[src/rtl/alu_operand_entry.sv]
// Button-driven operand/opcode entry for a small ALU: four debounced buttons drive a
// four-state editor that commits an operation with a one-cycle issue pulse.
module alu_operand_entry #(
  parameter int unsigned DEBOUNCE_CYCLES = 12000
) (
  input  logic       CLK,
  input  logic       RST,
  input  logic       BTN1,
  input  logic       BTN2,
  input  logic       BTN3,
  input  logic       BTN_N,
  output logic [1:0] operand_a,
  output logic [1:0] operand_b,
  output logic [2:0] op_sel,
  output logic       issue,
  output logic [1:0] state
);

  localparam int unsigned CntW = $clog2(DEBOUNCE_CYCLES + 1);
  localparam logic [CntW-1:0] CntMax = CntW'(DEBOUNCE_CYCLES - 1);
  // Idle level per button, bit order {BTN_N, BTN3, BTN2, BTN1}.
  localparam logic [3:0] BtnIdle = 4'b1000;

  typedef enum logic [1:0] {
    StEditA  = 2'd0,
    StEditB  = 2'd1,
    StEditOp = 2'd2,
    StRun    = 2'd3
  } state_e;

  logic [3:0]      btn_raw;
  logic [3:0]      sync1_q, sync2_q;
  logic [3:0]      deb_q, deb_prev_q;
  logic [CntW-1:0] cnt_q [4];
  logic [3:0]      press;

  state_e     state_q, state_d;
  logic [1:0] op_a_q, op_a_d;
  logic [1:0] op_b_q, op_b_d;
  logic [2:0] op_sel_q, op_sel_d;
  logic       issue_q, issue_d;

  assign btn_raw = {BTN_N, BTN3, BTN2, BTN1};

  always_ff @(posedge CLK) begin
    if (RST) begin
      sync1_q    <= BtnIdle;
      sync2_q    <= BtnIdle;
      deb_q      <= BtnIdle;
      deb_prev_q <= BtnIdle;
      for (int i = 0; i < 4; i++) begin
        cnt_q[i] <= '0;
      end
    end else begin
      sync1_q    <= btn_raw;
      sync2_q    <= sync1_q;
      deb_prev_q <= deb_q;
      for (int i = 0; i < 4; i++) begin
        if (sync2_q[i] == deb_q[i]) begin
          cnt_q[i] <= '0;
        end else if (cnt_q[i] == CntMax) begin
          cnt_q[i] <= '0;
          deb_q[i] <= ~deb_q[i];
        end else begin
          cnt_q[i] <= cnt_q[i] + CntW'(1);
        end
      end
    end
  end

  // A press is a debounced change that moves away from the idle level.
  assign press = (deb_q ^ deb_prev_q) & (deb_q ^ BtnIdle);

  always_comb begin
    state_d  = state_q;
    op_a_d   = op_a_q;
    op_b_d   = op_b_q;
    op_sel_d = op_sel_q;
    issue_d  = 1'b0;
    if (press[3]) begin
      state_d  = StEditA;
      op_a_d   = '0;
      op_b_d   = '0;
      op_sel_d = '0;
    end else if (press[1]) begin
      unique case (state_q)
        StEditA:  state_d = StEditB;
        StEditB:  state_d = StEditOp;
        StEditOp: begin
          state_d = StRun;
          issue_d = 1'b1;
        end
        StRun:    state_d = StEditA;
        default:  state_d = StEditA;
      endcase
    end else if (press[0]) begin
      case (state_q)
        StEditA:  op_a_d   = op_a_q + 2'd1;
        StEditB:  op_b_d   = op_b_q + 2'd1;
        StEditOp: op_sel_d = op_sel_q + 3'd1;
        default:  ;
      endcase
    end else if (press[2]) begin
      case (state_q)
        StEditA:  op_a_d   = '0;
        StEditB:  op_b_d   = '0;
        StEditOp: op_sel_d = '0;
        default:  ;
      endcase
    end
  end

  always_ff @(posedge CLK) begin
    if (RST) begin
      state_q  <= StEditA;
      op_a_q   <= '0;
      op_b_q   <= '0;
      op_sel_q <= '0;
      issue_q  <= 1'b0;
    end else begin
      state_q  <= state_d;
      op_a_q   <= op_a_d;
      op_b_q   <= op_b_d;
      op_sel_q <= op_sel_d;
      issue_q  <= issue_d;
    end
  end

  assign operand_a = op_a_q;
  assign operand_b = op_b_q;
  assign op_sel    = op_sel_q;
  assign issue     = issue_q;
  assign state     = state_q;

endmodule

[config.mk]
export PLATFORM = sky130hd
export DESIGN_NAME = alu_operand_entry
export DESIGN_NICKNAME = d
export VERILOG_FILES = /design/src/rtl/alu_operand_entry.sv
export SDC_FILE = /design/constraint.sdc
export NUM_CORES = 1
export LEC_CHECK = 0
export CAP_MARGIN = 20
export CORE_MARGIN = 1
export CORE_UTILIZATION = 65
export DETAILED_ROUTE_END_ITERATION = 6
export PLACE_DENSITY = 0.84
export SLEW_MARGIN = 20
export SYNTH_ARGS = -nofsm -noshare
export SYNTH_HDL_FRONTEND = slang
export SYNTH_SLANG_ARGS = --single-unit
export TNS_END_PERCENT = 50
[constraint.sdc]
create_clock -name CLK -period 4.08 [get_ports CLK]
set_clock_uncertainty 0.15 [all_clocks]
set_input_delay 0.408 -clock CLK [delete_from_list [all_inputs] [get_ports CLK]]
set_output_delay 0.408 -clock CLK [all_outputs]
set_load 0.03 [all_outputs]
# Yosys cells after proc, flatten, opt, wreduce, memory -nomap -nowiden
# Memories as Yosys holds them, arrays and structs flattened.
# Cells that the tools add are included.
[word_totals] input_bits=6 ramBits=56 out_inout_bits=10 word_cells=137 register_bits=26 n_memories=1
[mem_list] memory="cnt_q" depth=4 width=14 read_ports=4 rd_ports_with_merged_regs=0 wr=4 line_no="34" source="logic [CntW-1:0] cnt_q [4];"
[op_classes] add_sub_neg=7 n_eq_ne=11 reduce_logical=11 n_bitwise=23 muxes=72
[ops] operator="14-bit two-way mux" n=12
[ops] operator="14-bit by 1-bit adder with 14-bit output (second input constant)" n=4
[ops] operator="14-bit equality test (second input constant)" n=4
[ops] operator="1-bit two-way mux" n=47
[ops] operator="2-bit two-way mux" n=8
[ops] operator="3-bit two-way mux" n=4
[ops] operator="1-bit bitwise OR" n=12
[ops] operator="1-bit inverter" n=9
[ops] operator="3-bit AND reduction" n=3
[ops] operator="2-bit case mux with 4 select lines" n=1
[ops] operator="2-bit AND reduction" n=4
[ops] operator="2-bit by 1-bit adder with 2-bit output (second input constant)" n=2
[ops] operator="4-bit bitwise AND" n=1
[ops] operator="1-bit equality test" n=4
[ops] operator="2-bit equality test (second input constant)" n=2
[ops] operator="4-bit bitwise XOR" n=1
[ops] operator="3-bit by 1-bit adder with 3-bit output (second input constant)" n=1
[ops] operator="3-bit OR reduction" n=1
[ops] operator="2-bit by 1-bit equality test with 1-bit output (second input constant)" n=1
[ops] operator="2-bit zero test" n=1
[ops] operator="2-bit nonzero test" n=1
[ops] operator="2-bit OR reduction" n=1

# Depth between registers and ports, before layout
# Gate-level depths: netlist (run 1).
[logic_depth] ltp_word=7 ltp_mapped=7 mapped_depth_nobuf=5

# Least setup slack after synthesis (run 1)
# OpenSTA, ideal clock, no wires.
[synth_timing] kind="register to register" startpoint="memory cnt_q[0][0] in the netlist's numbering" endpoint="memory cnt_q[0][11] in the netlist's numbering, data pin" n_path_buf=2 arrival_time_ps=1753 setup_slack_ps=2039 setup_ps=138 period_less_slack_ps=2041 path_stages_with_launch=8 required_ps=3792 path_cell_list="edfxtp_1 -> ha_1 -> and4_1 -> nor4b_4 -> or3_1 -> buf_6 -> buf_12 -> nor2_1"
[synth_rtl] item="from (decl)" line_no="34"

==> results of run 1 <==
-- Yosys cell counts (7+ instances only) --
cell type  count
clkbuf_1       7
and3_1         9
nand4_1       18
dfxtp_1       26
xor2_1        23
nand2_1       25
ha_1           8
xnor2_1       28
inv_1         12
edfxtp_1      56
nor2_1        65
nor3_1        10
nor2b_1       12
a21oi_1        7
nand3_1       22
-- power groups by stage --
stage	clock, mW	sequential, mW	combinational [mW]
4_1_cts	0.695	0.944	0.0614
3_3_place_gp	0	0.961	0.0596
5_1_grt	0.728	0.950	0.0723
3_5_place_dp	0	0.963	0.0607
6_report	0.686	0.944	0.0633
2_1_floorplan	0	0.953	0.0552
-- flip-flops by register name, summed over array words and instances (netlist names) --
register	count
issue	1
deb_q	4
sync2_q	4
state	2
operand_a	2
cnt_q	56
operand_b	2
sync1_q	4
deb_prev_q	4
op_sel	3
-- final timing paths --
check	endpoint	start	cells past startpoint	slack (ns)
max	cnt_q[0][10]	cnt_q[0][5]	4	1.72
max reg2reg	cnt_q[0][10]	cnt_q[0][5]	4	1.72
min reg2reg	sync2_q[3]	sync1_q[3]	1	0.27
min	sync2_q[3]	sync1_q[3]	1	0.27
-- cells by family after synthesis --
group,share of synthesized area [%]
multiplexers,0.9853
XOR/XNOR,10.99
AO/OA/AOI/OAI,2.679
other,0.09228
buffers and inverters,3.048
adder cells (fa/ha/maj),2.463
AND/OR/NAND/NOR,25.55
flip-flops,54.19
-- cell type report --
type	instances	area share (%)
Multi-Input combinational cell	337	41.65
Clock buffer	10	2.734
Inverter	12	0.9649
Clock inverter	6	2.251
Tap cell	75	2.010
Sequential cell	82	47.17
Timing Repair Buffer	15	3.216
-- per-layer routing --
layer / vias to the layer above / track usage (%)
li1: 1442 / -
met1: 1323 / 28.84
met2: 65 / 36.55
met3: 13 / 4.045
met4: 0 / 12.14
met5: - / 0
-- worst max-delay path, delay by kind of cell (launching register included) --
kind             cells  cell delay (ns)
AND/OR/NAND/NOR      4             1.42
flip-flops           1             0.52
-- layout by cell type (no fill, tap or decap), types with 2 or more instances in the layout --
cell type and n:
nand3_1 22, clkdlybuf4s50_1 15, nor2_2 2, conb_1 56, bufinv_16 3, o211ai_1 3
dfxtp_1 26, inv_1 12, clkbuf_8 9, and3_1 9, nor4_1 6, and2_1 4
or4_1 4, clkinv_1 2, edfxtp_1 56, nor2b_1 12, xnor2_1 28, nor2_1 65
o21ai_0 4, and4_1 6, nor4b_1 3, a21oi_1 7, ha_1 8, mux2i_1 4
or2_2 4, nor3_1 10, nand2_1 25, or3_1 2, nand2b_1 5, nand4_1 18
xor2_1 23
-- metrics by stage --
| step | power [mW] | cell area (um^2) | setup WS (ns) |
|---|---|---|---|
| after floorplan | 1.008 | 4270 | 2.039 |
| after detailed placement | 1.024 | 4436 | 1.600 |
| after global routing | 1.750 | 4668 | 1.612 |
| after CTS | 1.700 | 4668 | 1.712 |
| after global placement | 1.020 | 4436 | 1.665 |
| final | 1.694 | 4668 | 1.721 |
==> flow_metrics.env, run 1 <==
export IMPL_outcome="complete, no violations"
export IMPL_p_comb_share_pct=3.7
export IMPL_total_leakage_power_nw=1.690
export IMPL_io_pins=16
export IMPL_core_area_um2=5991
export IMPL_dr_pass1_iters=4
export IMPL_clkPwrFrac_pct=40.5
export IMPL_synthFlopType="edfxtp_1"
export IMPL_wl_met1_um=3166
export IMPL_die_area_um2=6572
export IMPL_cts_root_buffer="clkbuf_8"
export IMPL_diodes=0
export IMPL_nFillCells=401
export IMPL_fmax_mhz=423.8
export IMPL_rsz0062_at_grt="no"
export IMPL_path_clk_slew_ns=0.08
export IMPL_netlist_area_um2=4064
export IMPL_syn_instance_count=388
export IMPL_cts_sinks=82
export IMPL_end_kind="flop"
export IMPL_die_y_um=81.07
export IMPL_synth_seq_cells=82
export IMPL_timing_hold_ws_ns=0.2746
export IMPL_p_int_mw=1.344
export IMPL_crit_chain="or4b_4 -> nor4b_4 -> or3_1 -> nor2_1"
export IMPL_drtIter0Drc=121
export IMPL_critPathMaxFanout=14
export IMPL_async_reset_ff_share_pct=0
export IMPL_grt_pass1_vias=2581
export IMPL_synth_enable_flop_cells=56
export IMPL_place_hpwl_um=4729
export IMPL_cp_arrival_ns=2.29
export IMPL_powerDensity_nw_per_um2=362.8
export IMPL_relSlewSlack_pct=57.51
export IMPL_grt_pass1_wl_um=11200
export IMPL_cts_buffer_depth=2
export IMPL_routabilityCongestion=0.8432
export IMPL_maxUsedRoutingLayer="met4"
export IMPL_antenna_found_initial=0
export IMPL_cts_hold_buf=0
export IMPL_maxCapViolCount=0
export IMPL_yosysWarnings=0
export IMPL_p_seq_share_pct=55.8
export IMPL_ctsResizeCount=0
export IMPL_grt_use_total_pct=22.61
export IMPL_synthToLayoutAreaGrowth_pct=14.87
export IMPL_slowest_delay_ns=0.55
export IMPL_synth_area_leaders="edfxtp_1, dfxtp_1, xnor2_1"
export IMPL_cts_setup_buffers=0
export IMPL_ff_latch_area_um2=2202
export IMPL_path_class="flop to flop"
export IMPL_grt_overflow=0
export IMPL_worst_setup_path_start_kind="flop"
export IMPL_fin_setup_tns_ns=0
export IMPL_seq_area_frac_synth_pct=54.19
export IMPL_yosys_area_top_type="edfxtp_1"
export IMPL_p_switching_mw=0.3491
export IMPL_cts_tree="yes"
export IMPL_hold_viol=0
export IMPL_yosys_area_top_type_share_pct=41.38
export IMPL_wirelength_um=6687
export IMPL_vdd_drop_max_mv=0.2584
export IMPL_cp_slowest_cell="or4b_4"
export IMPL_floorplan_initialDensity_pct=67.84
export IMPL_period_share_pct=57.83
export IMPL_die_x_um=81.07
export IMPL_nNetsFinal=471
export IMPL_stdcell_count=537
export IMPL_drc_errors=0
export IMPL_cts_max_level=3
export IMPL_numCtsBuffers=9
export IMPL_ant_nets=0
export IMPL_multi_input_area_um2=1944
export IMPL_wl_per_cell_um=12.45
export IMPL_num_vias=2843
export IMPL_synth_cell_types=38
export IMPL_finalCriticalPeriod_ns=2.359
export IMPL_worstSkewPairLatency_ns=0.35
export IMPL_swShare_pct=20.61
export IMPL_setup_viol=0
export IMPL_syn_area_per_cell_um2=10.47
export IMPL_wl_met2_um=3166
export IMPL_dr_wl_met3_um=231
export IMPL_layout_drive_gt1_share_pct=4.545
export IMPL_grt_max_degree=22
export IMPL_tightest_slew_ns=0.6353
export IMPL_placed_cells=521
export IMPL_io_buffers=15
export IMPL_post_drt_via_cell_ratio=5.294
export IMPL_drv_slew=0
export IMPL_crit_required_ns=4.01
export IMPL_row_count=28
export IMPL_post_route_util_pct=77.92
export IMPL_hold_class="flop to flop"
(Power assumes the default switching activity.)
==> run 2, diff against run 1 <==
- CORE_UTILIZATION: 65 -> 55
- PLACE_DENSITY: 0.84 -> 0.76
- clock period: 4.08 -> 2.1 ns (I/O delays scaled with it)
==> run 2 against run 1 <==
  * Via count is 0.95% higher
  * Sequential share of layout area is 1.4 points lower
  * Critical endpoint is now cnt_q[0][11]
  * Register-to-register slack worse by 1.6 ns
  * Maximum frequency is 18% higher
==> flow_metrics.env, run 2 (synthesis results as in run 1) <==
export IMPL_outcome="complete, no violations"
export IMPL_rr_endpoint="cnt_q[0][11]"
export IMPL_cts_root_buffer="clkbuf_8"
export IMPL_end_kind="flop"
export IMPL_io_pins=16
export IMPL_powerDensity_nw_per_um2=639.8
export IMPL_worstSkewPairLatency_ns=0.34
export IMPL_crit_required_ns=2.16
export IMPL_layout_commonest_cell="nor2_1"
export IMPL_nNetsFinal=489
export IMPL_path_clk_slew_ns=0.08
export IMPL_num_vias=2870
export IMPL_die_y_um=87.96
export IMPL_holdPathStages=1
export IMPL_dr_pass1_iters=4
export IMPL_rsz0062_at_grt="no"
export IMPL_ant_nets=0
export IMPL_path_class="flop to flop"
export IMPL_hold_viol=0
export IMPL_finalCriticalPeriod_ns=2.004
export IMPL_critPathMaxFanout=8
export IMPL_drv_slew=0
export IMPL_floorplan_initialDensity_pct=58.21
export IMPL_setup_viol=0
export IMPL_r2r_slack_ns=0.1
export IMPL_total_leakage_power_nw=1.769
export IMPL_largest_register="cnt_q"
export IMPL_crit_path_start="cnt_q[0][1]"
export IMPL_place_ws_ns=0.07123
export IMPL_die_area_um2=7737
export IMPL_layout_common_cells="nor2_1, edfxtp_1, conb_1"
export IMPL_worst_setup_path_start_kind="flop"
export IMPL_setup_slack_ns=0.09553
export IMPL_layout_drive_gt1_share_pct=8.958
export IMPL_antenna_found_initial=0
export IMPL_fmax_mhz=498.9
export IMPL_largest_reg_flops=56
export IMPL_period_share_pct=95.45
export IMPL_row_count=30
export IMPL_grt_pass1_vias=2718
export IMPL_reg2regPathDepth=6
export IMPL_grt_pass1_wl_um=11540
export IMPL_die_x_um=87.96
export IMPL_numCtsBuffers=9
export IMPL_fin_setup_tns_ns=0
export IMPL_wirelength_um=6623
export IMPL_drc_errors=0
export IMPL_cts_max_level=3
export IMPL_grt_overflow=0
export IMPL_post_drt_via_cell_ratio=4.983
export IMPL_maxCapViolCount=0
export IMPL_cp_arrival_ns=2.06
export IMPL_place_hpwl_um=4770
export IMPL_cts_hold_buf=0
export IMPL_wl_per_cell_um=11.50
export IMPL_grt_max_degree=14
export IMPL_hold_class="flop to flop"
export IMPL_diodes=0
export IMPL_post_route_util_pct=68.92
export IMPL_cts_sinks=82
export IMPL_worstSetupEndpoint="cnt_q[0][11]"
export IMPL_cts_tree="yes"
export IMPL_timing_hold_ws_ns=0.2652
export IMPL_routabilityCongestion=0.8132
export IMPL_grt_use_total_pct=19.31
export IMPL_vdd_drop_max_mv=0.3390
export IMPL_cts_buffer_depth=2
export IMPL_rr_startpoint="cnt_q[0][1]"
export IMPL_synthToLayoutAreaGrowth_pct=18.41
export IMPL_core_area_um2=6982
export IMPL_drtIter0Drc=115
export IMPL_io_buffers=15
==> run 2: cell count changes in the layout (fill, tap and decap cells not counted), moves of 2 or more <==
cell | previous run | this run
clkbuf_8 | 9 | 11
and4_1 | 6 | 4
clkbuf_1 | 1 | 3
and4_2 | 0 | 2
bufinv_16 | 3 | 0
buf_4 | 0 | 17
clkinv_1 | 2 | 0
==> run 2: cell type report <==
class,count,area [um^2]
inverter,12,45.04
clock inverter,1,5.005
timing repair buffer,33,297.8
tap,96,120.1
multi-input combinational,337,1954
fill,557,2170
clock buffer,15,187.7
sequential,82,2202
==> run 2: per-layer routing <==
| layer | vias to the layer above | GRT usage (%) | part of all wire, % |
|---|---|---|---|
| li1 | 1479 | - | - |
| met1 | 1331 | 24.64 | 48 |
| met2 | 49 | 31.50 | 47 |
| met3 | 11 | 4.618 | 3.1 |
| met4 | 0 | 8.048 | 1.8 |
| met5 | - | 0 | 0 |
==> run 2: power breakdown <==
group / switching (mW) / internal, mW
registers: 0.0536 / 1.78
clock network: 0.533 / 0.568
logic: 0.0772 / 0.0710
==> run 2: timing repair <==
item                       in CTS  in global routing
buffers inserted                0                  2
gates resized for setup         0                  4
setup endpoints to repair       0                 27
==> run 2: worst min-delay path by stage <==
stage | start | end | slack (ns)
floorplan | BTN_N | sync1_q[3] | 0.16
global placement | sync1_q[3] | sync2_q[3] | 0.24
detailed placement | sync1_q[3] | sync2_q[3] | 0.25
CTS | BTN1 | sync1_q[0] | 0.25
global route | BTN1 | sync1_q[0] | 0.25
finish | sync1_q[3] | sync2_q[3] | 0.27
==> run 2: through the flow <==
stage	instances	instance area (um^2)	total power, mW
after floorplan	443	4270	1.958
after global placement	558	4594	2.001
after detailed placement	558	4594	2.006
after CTS	574	4787	3.087
after global routing	576	4812	3.194
final	576	4812	3.079
==> run 2: critical path, cell delays in order (launching register included) <==
cell,delay [ns]
edfxtp_1,0.44
ha_2,0.22
and4_2,0.27
nor4b_4,0.14
or3_4,0.37
buf_4,0.17
nor2_1,0.11
==> RTL change: new RTL, config.mk and constraints of run 2 <==
Register the output `issue` once more; this adds one clock of latency there. The other outputs are not delayed to match. Comments in the files are not updated.
--- a/src/rtl/alu_operand_entry.sv
+++ b/src/rtl/alu_operand_entry.sv
@@ -129,7 +129,9 @@
   assign operand_a = op_a_q;
   assign operand_b = op_b_q;
   assign op_sel    = op_sel_q;
-  assign issue     = issue_q;
+  always_ff @(posedge CLK) begin
+    issue <= issue_q;
+  end
   assign state     = state_q;
 
 endmodule
Check against the original RTL: same outputs for any inputs over 10 cycles, from zero or initial values and one cycle with RST high; that may be too few to reach the edited logic, so the function may still have changed.
==> RTL change against run 2 <==
  * Total power increased by 8.3%
  * Synthesized cell count is 0.26% higher
  * Maximum frequency is 1.2% higher
  * Sequential cell count is 1 higher
  * Worst setup slack improved by 0.023 ns
  * Sequential share of layout area about the same
  * Area after synthesis rose by 0.49%
  * Cell area grew 1.0%
  * Wire length increased by 0.27%
==> RTL change: results (changes against run 2) <==
* peak per-stage delay on the critical path: 0.40 ns, was 0.44 ns
* gr usage total: 19.4%, was 19.3%
* DRT iter0 DRCs: 120, was 115
* Worst setup startpoint: cnt_q[0][0], was cnt_q[0][1]
* cell total after placement: 563, was 558
* vias in the first global route: 2656, was 2718
* max FFs per register: 56, unchanged
* global-route wire length before repair: 11500 um, about the same
* maximum vdd drop: 0.000454 V, was 0.000339 V
* sequential element share of the synthesized area: 54.4%, was 54.2%
* endpoint of the worst hold-timing path: issue, was sync2_q[3]
* via count: 2833, was 2870
* startpoint of the most critical hold path: issue_q, was sync1_q[3]
* Commonest cells post-synth: 65 x sky130_fd_sc_hd__nor2_1, 56 x sky130_fd_sc_hd__edfxtp_1, 28 x sky130_fd_sc_hd__xnor2_1, 27 x sky130_fd_sc_hd__dfxtp_1, 25 x sky130_fd_sc_hd__nand2_1, was 65 x sky130_fd_sc_hd__nor2_1, 56 x sky130_fd_sc_hd__edfxtp_1, 28 x sky130_fd_sc_hd__xnor2_1, 26 x sky130_fd_sc_hd__dfxtp_1, 25 x sky130_fd_sc_hd__nand2_1
* critical path fanouts, max: 6, was 8
* result of the run: completed, unchanged
* synthesized netlist cell count: 389, was 388
* GPL Wtd Cong: 0.819, was 0.813
* ratio of cells with drive above 1 in the final layout: 8.54%, was 8.96%
* FMAX: 505 MHz, was 499 MHz
* Pleak: 0.00179 uW, was 0.00177 uW
* Layout Cells excl Fill: 579, was 576
* dpl ws: 0.0962 ns, was 0.0712 ns
* post-DP HPWL: 4750 um, was 4770 um
* Hold WS: 0.180 ns, was 0.265 ns
* total length of routed wires: 6640 um, was 6620 um
* capture instance of the worst register-to-register path: cnt_q[0][8], was cnt_q[0][11]
* count of cell types in the netlist: 38, unchanged
* Min-Delay Path Depth: 0, was 1
==> RTL change: changes by cell type after synthesis, sizes merged <==
cell   change
dfxtp      +1
==> RTL change: where the power goes <==
part,leakage [uW],internal (uW),switching [uW]
Combinational,0.000875,69.3,77.6
Sequential,0.000797,1800,52.1
Clock,0.000118,782,557
==> RTL change: area by class of cell <==
| cell class | instances | area (sq um) |
|---|---|---|
| clock inverters | 6 | 104 |
| flip-flops and latches | 83 | 2220 |
| multi-input cells | 337 | 1950 |
| inverters | 12 | 45.0 |
| repair buffers | 32 | 290 |
| well taps | 99 | 124 |
| clock buffers | 10 | 128 |
| fillers | 568 | 2350 |
==> RTL change: per-layer routing <==
metal | GRT usage [%] | vias up | wire length [um]
met4 | 8.80 | 0 | 120
met3 | 4.52 | 11 | 158
met5 | 0 | - | 0
met1 | 25.6 | 1315 | 3280
li1 | - | 1476 | -
met2 | 30.5 | 31 | 3080
==> RTL change: cells by family (layout without fill, tap and decap cells) <==
family	count (synthesis)	after routing	share of synthesized area, %
XOR/XNOR	51	51	10.9
buffers and inverters	24	60	3.03
AND/OR/NAND/NOR	200	200	25.4
flip-flops	83	83	54.4
other	1	56	0.0918
multiplexers	4	4	0.980
adder cells (fa/ha/maj)	8	8	2.45
AO/OA/AOI/OAI	18	18	2.67
==> RTL change: worst reg2reg max path, stage by stage, from the launching register on <==
cell and delay, ns:
sky130_fd_sc_hd__edfxtp_1 0.40, sky130_fd_sc_hd__ha_2 0.22, sky130_fd_sc_hd__and4_2 0.27, sky130_fd_sc_hd__nor4b_4 0.14
sky130_fd_sc_hd__or3_1 0.37, sky130_fd_sc_hd__buf_4 0.17, sky130_fd_sc_hd__nor2_1 0.12
